### config.mk
export PLATFORM = sky130hd
export DESIGN_NAME = mc_ctrl_fsm
export DESIGN_NICKNAME = d
export VERILOG_FILES = /design/src/rtl/mc_ctrl_fsm.sv
export SDC_FILE = /design/constraint.sdc
export NUM_CORES = 1
export LEC_CHECK = 0
export ABC_AREA = 1
export CAP_MARGIN = 10
export CORE_AREA = 2 2 108 79
export DETAILED_ROUTE_END_ITERATION = 16
export DIE_AREA = 0 0 110 81
export HOLD_SLACK_MARGIN = 0.03
export PLACE_DENSITY_LB_ADDON = 0.05
export SYNTH_ARGS = -nofsm -noshare
export SYNTH_HDL_FRONTEND = slang
export SYNTH_SLANG_ARGS = --single-unit
### constraint.sdc
create_clock -name clk -period 2.8 [get_ports clk]
set_clock_uncertainty 0.15 [all_clocks]
set_input_delay 0.56 -clock clk [delete_from_list [all_inputs] [get_ports clk]]
set_output_delay 0.56 -clock clk [all_outputs]
set_load 0.02 [all_outputs]
### src/rtl/mc_ctrl_fsm.sv
// Multi-cycle main controller for the MIPS-lite core.
// Decodes the IR and current state into ALU, operand-select and write-enable controls.
module mc_ctrl_fsm #(
  parameter int unsigned RESET_PC_HOLD = 1
) (
  input  logic        clk,
  input  logic        rst,
  input  logic [31:0] instr,
  input  logic        zero,
  input  logic        overflow,
  output logic [2:0]  aluCtr,
  output logic        aluSrcA,
  output logic [1:0]  aluSrcB,
  output logic [1:0]  extOp,
  output logic        irWr,
  output logic        pcWr,
  output logic        memRd,
  output logic        memWr,
  output logic        regWr,
  output logic [1:0]  pcSrc,
  output logic        regDst,
  output logic        memToReg,
  output logic        illegal,
  output logic [3:0]  state,
  output logic [31:0] instret
);

  localparam int unsigned HOLD_W = 4;
  localparam int unsigned OP_W   = 6;

  localparam logic [OP_W-1:0] OP_R    = 6'b000000;
  localparam logic [OP_W-1:0] OP_ORI  = 6'b001101;
  localparam logic [OP_W-1:0] OP_ADDI = 6'b001000;
  localparam logic [OP_W-1:0] OP_LUI  = 6'b001111;
  localparam logic [OP_W-1:0] OP_LW   = 6'b100011;
  localparam logic [OP_W-1:0] OP_SW   = 6'b101011;
  localparam logic [OP_W-1:0] OP_BEQ  = 6'b000100;
  localparam logic [OP_W-1:0] OP_J    = 6'b000010;

  localparam logic [OP_W-1:0] FN_ADDU = 6'b100001;
  localparam logic [OP_W-1:0] FN_SUBU = 6'b100011;
  localparam logic [OP_W-1:0] FN_SLT  = 6'b101010;

  typedef enum logic [3:0] {
    S_RST    = 4'd0,
    S_FETCH  = 4'd1,
    S_DECODE = 4'd2,
    S_MA     = 4'd3,
    S_MR     = 4'd4,
    S_MWB    = 4'd5,
    S_MS     = 4'd6,
    S_EXE    = 4'd7,
    S_AWB    = 4'd8,
    S_BR     = 4'd9,
    S_JMP    = 4'd10
  } state_t;

  state_t              r_state;
  state_t              w_next;
  logic [HOLD_W-1:0]   r_hold;
  logic                r_ov;
  logic [31:0]         r_instret;
  logic                w_retire;
  logic [OP_W-1:0]     w_op;
  logic [OP_W-1:0]     w_funct;
  logic                w_r_legal;
  logic                w_unused;

  assign w_op      = instr[31:26];
  assign w_funct   = instr[5:0];
  assign w_r_legal = (w_funct == FN_ADDU) || (w_funct == FN_SUBU) || (w_funct == FN_SLT);
  assign w_unused  = ^instr[25:6];

  assign state   = r_state;
  assign instret = r_instret;

  // State, reset-hold counter, captured overflow and retire counter
  always_ff @(posedge clk or posedge rst) begin
    if (rst) begin
      r_state   <= S_RST;
      r_hold    <= '0;
      r_ov      <= 1'b0;
      r_instret <= '0;
    end else begin
      r_state <= w_next;
      if (r_state == S_RST && w_next == S_RST) r_hold <= r_hold + HOLD_W'(1);
      if (r_state == S_EXE)        r_ov <= overflow;
      else if (r_state == S_FETCH) r_ov <= 1'b0;
      if (w_retire) r_instret <= r_instret + 32'd1;
    end
  end

  // Next-state and per-state control decode
  always_comb begin
    w_next   = S_FETCH;
    w_retire = 1'b0;
    aluCtr   = 3'b000;
    aluSrcA  = 1'b0;
    aluSrcB  = 2'b00;
    extOp    = 2'b00;
    irWr     = 1'b0;
    pcWr     = 1'b0;
    memRd    = 1'b0;
    memWr    = 1'b0;
    regWr    = 1'b0;
    pcSrc    = 2'b00;
    regDst   = 1'b0;
    memToReg = 1'b0;
    illegal  = 1'b0;
    case (r_state)
      S_RST: begin
        if (r_hold >= HOLD_W'(RESET_PC_HOLD - 1)) w_next = S_FETCH;
        else                                       w_next = S_RST;
      end
      S_FETCH: begin
        aluSrcB = 2'b01;
        pcWr    = 1'b1;
        irWr    = 1'b1;
        w_next  = S_DECODE;
      end
      S_DECODE: begin
        // Branch target is precomputed into ALUOut here
        aluSrcB = 2'b11;
        extOp   = 2'b01;
        case (w_op)
          OP_LW, OP_SW:             w_next = S_MA;
          OP_ORI, OP_ADDI, OP_LUI:  w_next = S_EXE;
          OP_BEQ:                   w_next = S_BR;
          OP_J:                     w_next = S_JMP;
          OP_R: begin
            if (w_r_legal) w_next = S_EXE;
            else           illegal = 1'b1;
          end
          default:                  illegal = 1'b1;
        endcase
      end
      S_MA: begin
        aluSrcA = 1'b1;
        aluSrcB = 2'b10;
        extOp   = 2'b01;
        w_next  = (w_op == OP_LW) ? S_MR : S_MS;
      end
      S_MR: begin
        memRd  = 1'b1;
        w_next = S_MWB;
      end
      S_MWB: begin
        regWr    = 1'b1;
        memToReg = 1'b1;
        w_retire = 1'b1;
      end
      S_MS: begin
        memWr    = 1'b1;
        w_retire = 1'b1;
      end
      S_EXE: begin
        aluSrcA = 1'b1;
        w_next  = S_AWB;
        case (w_op)
          OP_ORI:  begin aluSrcB = 2'b10; extOp = 2'b00; aluCtr = 3'b010; end
          OP_ADDI: begin aluSrcB = 2'b10; extOp = 2'b01; aluCtr = 3'b011; end
          OP_LUI:  begin aluSrcB = 2'b10; extOp = 2'b10; aluCtr = 3'b101; end
          default: begin
            case (w_funct)
              FN_SUBU: aluCtr = 3'b001;
              FN_SLT:  aluCtr = 3'b100;
              default: aluCtr = 3'b000;
            endcase
          end
        endcase
      end
      S_AWB: begin
        regDst   = (w_op == OP_R);
        regWr    = !((w_op == OP_ADDI) && r_ov);
        w_retire = 1'b1;
      end
      S_BR: begin
        aluSrcA  = 1'b1;
        aluCtr   = 3'b001;
        pcSrc    = 2'b01;
        pcWr     = zero;
        w_retire = 1'b1;
      end
      S_JMP: begin
        pcSrc    = 2'b10;
        pcWr     = 1'b1;
        w_retire = 1'b1;
      end
      default: w_next = S_FETCH;
    endcase
  end

endmodule
After elaboration in Yosys (flattened, before gate mapping)

Cells that the tools add are included.

$add $sub $neg: 2
Reductions and logical operators: 16
Muxes and demuxes: 27
Eq/ne operators: 20
Order comparisons: 1

Operator list:

| operator              | number |
|---|---|
| $add 32x1->32 const B | 1 |
| $eq 6x6->1 const B    | 5 |
| $pmux 4 s6            | 1 |
| $pmux 4 s5            | 1 |
| $eq 6x4->1 const B    | 3 |
| $eq 4x3->1 const B    | 4 |
| $eq 4x4->1 const B    | 3 |
| $mux 1                | 12 |
| $pmux 2 s2            | 3 |
| $pmux 3 s2            | 2 |
| $pmux 3 s3            | 1 |
| $eq 4x2->1 const B    | 2 |
| $logic_not 4->1       | 2 |
| $pmux 2 s4            | 1 |
| $reduce_or 7->1       | 1 |
| $eq 6x2->1 const B    | 1 |
| $eq 6x3->1 const B    | 1 |
| $logic_not 6->1       | 1 |
| $pmux 1 s2            | 3 |
| $reduce_or 2->1       | 3 |
| $reduce_or 3->1       | 2 |
| $reduce_or 5->1       | 1 |
| $add 4x1->4 const B   | 1 |
| $eq 4x1->1 const B    | 1 |
| other kinds (7)       | 10 |

Flip-flop bits (word level): 41

Longest topological paths before layout

Depth after elaboration: 8
Mapped depth: 10

Worst setup path after synthesis

No wires, ideal clock.

Path kind: input-to-output
Start point: input instr[31]
End point: output aluSrcB[1]
Cell stages on the path: 4
Data required time: 2.090 ns
Data arrival time: 1.710 ns
Setup slack: 0.380 ns
Path through: nor2_1 -> nand3_1 -> a21oi_1 -> nand3b_1

Longest elaborated chain between the ends: 4
Elaborated cells on any way between the ends: 6
Classes of those cells: eq/ne (3); mux (2); reduce/logical (1)

RTL lines:

| item                        | line | RTL |
|---|---|---|
| start: declaration          | 8    | `input logic [31:0] instr,` |
| $eq 6x4->1                  | 159  | `case (w_op)` |
| $reduce_or 3->1 (no line) * | -    |  |
| $mux 2 *                    | 159  |  |
| $pmux 2 s4 *                | 110  | `case (r_state)` |
| end: declaration            | 13   | `output logic [1:0] aluSrcB,` |

Mark *: on every way between the ends. The rest lies on a longest branch, timed or not.

Final worst setup path

Start point: input instr[27]
End point: output extOp[1]

Longest elaborated chain between the ends: 3
Elaborated cells on any way between the ends: 4
Classes of those cells: eq/ne (2); mux (2)

RTL lines:

| item             | line | RTL |
|---|---|---|
| $eq 6x4->1       | 159  |  |
| $pmux 2 s2 *     | 159  |  |
| $pmux 2 s2 *     | 110  |  |
| end: declaration | 14   | `output logic [1:0] extOp,` |

Marked as above.

==> flow_summary.toml <==
[clock_tree]
clk_pin_slew_ps = 80
cts.sinks = 37
cts_tree = "yes"
clock_latency_ps = 300
ctsHtreeMaxLevel = 2
numCtsBuffers = 5
root_buffer = "clkbuf_8"
cts-hold-fix-buffers = 0
clockBufferDepth = 2

[power_and_ir_drop]
peakVddDrop_mv = 0.4249
switchingPower_w = 0.0008318
clkPwrFrac_pct = 26.2
leakagePower_nw = 1.689
p_int_w = 0.001298
power_density_nw_per_um2 = 583.5
comb_power_share_pct = 42.3
seqPwrFrac_pct = 31.4
p_sw_share_pct = 39.06

[setup_path]
crit_path_end_kind = "output pin"
worstSetupPathType = "primary input to output pin"
cp-start-kind = "primary input"
worstPathArrival_ps = 1980
crit_fanout = 4
critPathRequiredTime_ps = 2090

[place]
gp_congestion = 0.8284
dp_hpwl_mm = 5.771
place_inst = 587
portBuffers = 69

[synthesis]
synth_seq_area_share_pct = 35.75
synth_top_area_cell = "dfrtp_1"
synth_common_cells = "nand2_1 (136), nor2_1 (64), inv_1 (51)"
yosysMostFrequentCell = "nand2_1"
synth_cells = 398
netlist_top_cells_area = "dfrtp_1 (36%), nand2_1 (20%), nor2_1 (9.3%)"
synth-async-reset-ratio_pct = 100.0
yosysTopAreaCellShare_pct = 35.75
synth.distinct_cells = 28
synth-edff-count = 0
synth.net_count = 435
ys_warn_count = 0
synth_flop_cell = "dfrtp_1"
syn_area_per_cell_um2 = 6.507
synth_area_um2 = 2590
ys_ff_latch = 37

[grt]
grt_usage_pct = 17.98
grt_pass1_vias = 2470
grt_max_degree = 38
grt-ovfl-total = 0
antenna_found_initial = 0
grt_pass1_wl_mm = 12.41

[timing]
period_needed_ps = 2688
max_freq_mhz = 372.0
relSlewSlack_pct = 66.93
setup_viol = 0
slew_violations = 0
finalHoldWorstSlack_ps = 375.6
worst_slew_pin_slew_ps = 496.1
finalHoldViolations = 0
finalCritPeriodShare_pct = 96.00
rsz0062_at_grt = "no"

[min_path]
hp-class = "register to register"

[floorplan]
coreArea_um2 = 8023
rows = 28
die_area_um2 = 8910
start_util_pct = 32.28
ioPinCount = 90
chipWidth_um = 110
die_h_um = 81

[finish]
seq_area_um2 = 925.9
fin_cells = 596
area_delta_synth_final_pct = 40.92
multi_input_area_um2 = 1444
insertedDiodeCount = 0
drive_gt1_share_pct = 11.20
fin_util_pct = 45.49
nets = 527
fillers = 845

[drt]
routed_wl_mm = 7.424
vias_per_cell = 4.520
vias = 2694
first_iter_violations = 118
wl_per_cell_um = 12.46
drcViolationCount = 0
drtPass1Iterations = 4
ant_nets = 0

[flow_run]
drv_cap = 0

[run_status]
outcome = "completed"
==> power by group through the flow <==
| stage | combinational [W] | clock (W) | sequential [W] |
|---|---|---|---|
| 6_report | 0.000901 | 0.000559 | 0.000669 |
| 5_1_grt | 0.000995 | 0.000598 | 0.000685 |
| 4_1_cts | 0.000922 | 0.000578 | 0.000671 |
| 3_5_place_dp | 0.000933 | 0 | 0.000680 |
| 3_3_place_gp | 0.000934 | 0 | 0.000681 |
| 2_1_floorplan | 0.000492 | 0 | 0.000734 |
==> layer usage <==
metal  share of wire [%]  wire, µm  track usage, %  up-vias
li1                    -         -               -     1429
met4                 1.1        78           3.544        0
met1                  55      4094           28.58     1212
met5                   0         0               0        -
met2                  40      2946           24.72       46
met3                 4.1       304           3.451        7
==> stage by stage <==
step / power (W) / area (µm²) / setup WS [ps] / setup TNS (ps)
after floorplan: 0.001226 / 2590 / 379.8 / 0
after global placement: 0.001615 / 3513 / -320.7 / -2012
after detailed placement: 0.001612 / 3513 / -337.5 / -2044
after CTS: 0.002171 / 3647 / 10.86 / 0
after global routing: 0.002279 / 3650 / 7.176 / 0
final: 0.002130 / 3650 / 112.0 / 0
==> state kept, by name, summed over array words and instances, names as in the netlist <==
register and count:
instret 32, r_ov 1, state 4
==> cell usage in the layout, fill, tap and decap left out, types with 4 or more instances in the layout <==
master / instances
xor2_1: 9
nor2_4: 5
nand3_2: 4
nand2_1: 136
nand4_1: 12
nand3_1: 25
a21oi_1: 6
nor2_2: 9
inv_1: 51
clkbuf_8: 5
buf_4: 20
nand3b_1: 5
nor3_1: 6
clkdlybuf4s50_1: 58
dfrtp_1: 37
o21ai_0: 9
dlygate4sd2_1: 4
nor2_1: 63
==> cell families after synthesis <==
group,count (synthesis),synth area share (%)
adder cells (fa/ha/maj),1,0.4830
AO/OA/AOI/OAI,19,4.010
flip-flops,37,35.75
buffers and inverters,56,8.985
XOR/XNOR,12,4.058
AND/OR/NAND/NOR,273,46.72
==> final timing paths <==
check / from / endpoint / slack (ps) / depth (start not counted)
setup reg to reg: state[1] / instret[15] / 820 / 8
min in group asynchronous: rst / r_ov / 530 / 3
hold / removal: instret[10] / instret[10] / 380 / 1
hold reg to reg: instret[10] / instret[10] / 380 / 1
setup / recovery: instr[27] / extOp[1] / 110 / 7
max in group asynchronous: rst / instret[8] / 1610 / 3
==> layout make-up <==
class,instances,share of cell area (%)
multi-input combinational,305,39.56
sequential,37,25.37
timing repair buffer,88,22.35
inverter,53,5.451
tap,105,3.600
clock buffer,5,1.885
clock inverter,3,1.783
==> worst max-delay path, stage by stage <==
cell	delay (ps)
clkdlybuf4s50_1	530
nand2_1	120
nor2_1	130
nand2_1	100
nor2_1	140
buf_4	120
clkdlybuf4s15_1	280
==> repair_timing <==
item	CTS	global route
setup buffers	0	1
pin swaps	0	1
resized for setup	14	13
hold endpoints to repair	0	0
endpoints found under the setup margin	9	10
(Power assumes the default switching activity.)
==> edit (same flow settings) <==
Change the parameter `RESET_PC_HOLD` from 1 to 0.
--- a/src/rtl/mc_ctrl_fsm.sv
+++ b/src/rtl/mc_ctrl_fsm.sv
@@ -2,5 +2,5 @@
 // Decodes the IR and current state into ALU, operand-select and write-enable controls.
 module mc_ctrl_fsm #(
-  parameter int unsigned RESET_PC_HOLD = 1
+  parameter int unsigned RESET_PC_HOLD = 0
 ) (
   input  logic        clk,
Function: changed (Yosys sat finds a counterexample within 4 cycles, from zero or initial values and one cycle with rst high).
==> edit against the original RTL <==
Power is 0.41% lower; area after synthesis grew 1.2%; sequential cell count grew 4; first-iteration DRC count grew 12%; cell area increased by 1.4%; routed wire length shrank 3.5%; setup slack got worse by 0.0051 ns; critical path type unchanged.
==> edit: results (changes against the original RTL) <==
[drt]
wl_met2_mm=2.68  ; -8.9%
wl_met3_microns=324  ; +6.6%
routed_via_density=4.57  ; +1.0%
num_vias=2493  ; -7.5%
wl_met1_mm=4.11  ; +0.42%
wl_per_cell_microns=13.1  ; +5.3%
drt_iter0_drc=132  ; +12%

[placement]
gp_congestion=0.789  ; -4.7%
placed_area_sq_mm=0.00360  ; +2.4%
dp.cells=538  ; -8.3%
place_hpwl_mm=5.67  ; -1.7%

[setup_path]
cp_max_fo=3  ; -1
arrival_ns=1.98  ; about the same
cpPeakStageDelay_ns=0.45  ; -0.08 ns

[yosys]
ys_seq_area_share_pct=39.2  ; +3.4 points
synth_nets=382  ; -12%
synth_async_sr_flop_share_pct=100  ; unchanged
ys_top_cells_by_count=90 x nand2_1, 50 x nor2_1, 41 x dfrtp_1
syn_inst=344  ; -14%
ys_types=34  ; +21%
synth_compound_area_share_pct=4.44  ; +0.43 points
synth_fa_ha_area_share_pct=0.955  ; +0.47 points
yosys-top-cells-area=dfrtp_1 39%, nand2_1 13%, nor2_1 7.2%, xor2_1 6.4%, inv_1 5.6%

[power]
p_seq_share_pct=35.4  ; +4.0 points
leakagePower_uw=0.00183  ; +8.3%
p_switching_uw=821  ; -1.2%
p_clk_share_pct=23.8  ; -2.4 points

[global_route]
use_met3_pct=3.13  ; -0.32 points
grtUsageMet2_pct=22.6  ; -2.1 points
grt_pass1_vias=2339  ; -5.3%
gr-usage-met1_pct=28.3  ; -0.30 points
grt_util_all_layers_pct=17.1  ; -0.86 points
grt_pass1_wl_mm=11.8  ; -4.8%

[sta]
worst_pin_slew_ns=0.527  ; +0.0310 ns

[final_layout]
drive_above_1_share_pct=15.9  ; +4.7 points
fillerInstances=827  ; -2.1%
fin_nets=478  ; -9.3%

[status]
status=finished clean

==> edit: cell types whose count changed after synthesis, moves of 9 or more <==
cell,change
inv_1,-12
nand2_1,-46
nand3_1,-10
nand4_1,+9
nor2_1,-14
xor2_1,+10
==> edit: layout make-up <==
class | count | area (sq um) | area share [%]
sequential | 41 | 1030 | 27.7
tap | 105 | 131 | 3.55
timing repair buffer | 90 | 808 | 21.8
inverter | 44 | 168 | 4.53
clock inverter | 2 | 37.5 | 1.01
clock buffer | 6 | 82.6 | 2.23
multi-input combinational | 258 | 1450 | 39.1
==> edit: final timing paths <==
kind,startpoint,end,slack (ns),cells past startpoint
worst min register to register,r_hold[1],r_hold[1],0.37,2
min in group asynchronous,rst,r_hold[1],0.56,3
max in group asynchronous,rst,instret[16],1.59,3
worst max register to register,instret[0],instret[16],0.83,9
worst min-delay path,r_hold[1],r_hold[1],0.37,2
worst max-delay path,instr[28],illegal,0.11,9
==> edit: what timing repair did <==
item                                    4_1_cts  5_1_grt
resized for setup                            25       22
hold buffers                                  0        0
endpoints found under the setup margin        9        9
==> edit: cell families (layout without fill, tap and decap cells) <==
group,Yosys count,in the layout
DFF,41,41
adders and majority gates,2,2
AOI/OAI and AO/OA,18,18
and+or+nand+nor,206,206
xor gates and xnor gates,32,32
buffers and inverters,45,142
==> edit: metrics by stage <==
| stage | setup TNS [ns] | worst slack [ns] | total power [uW] |
|---|---|---|---|
| after floorplan | 0 | 0.431 | 1280 |
| after global placement | -2.54 | -0.335 | 1640 |
| after detailed placement | -2.77 | -0.390 | 1650 |
| after CTS | -0.00982 | -0.00982 | 2150 |
| after global routing | 0 | 0.00441 | 2270 |
| final | 0 | 0.107 | 2120 |
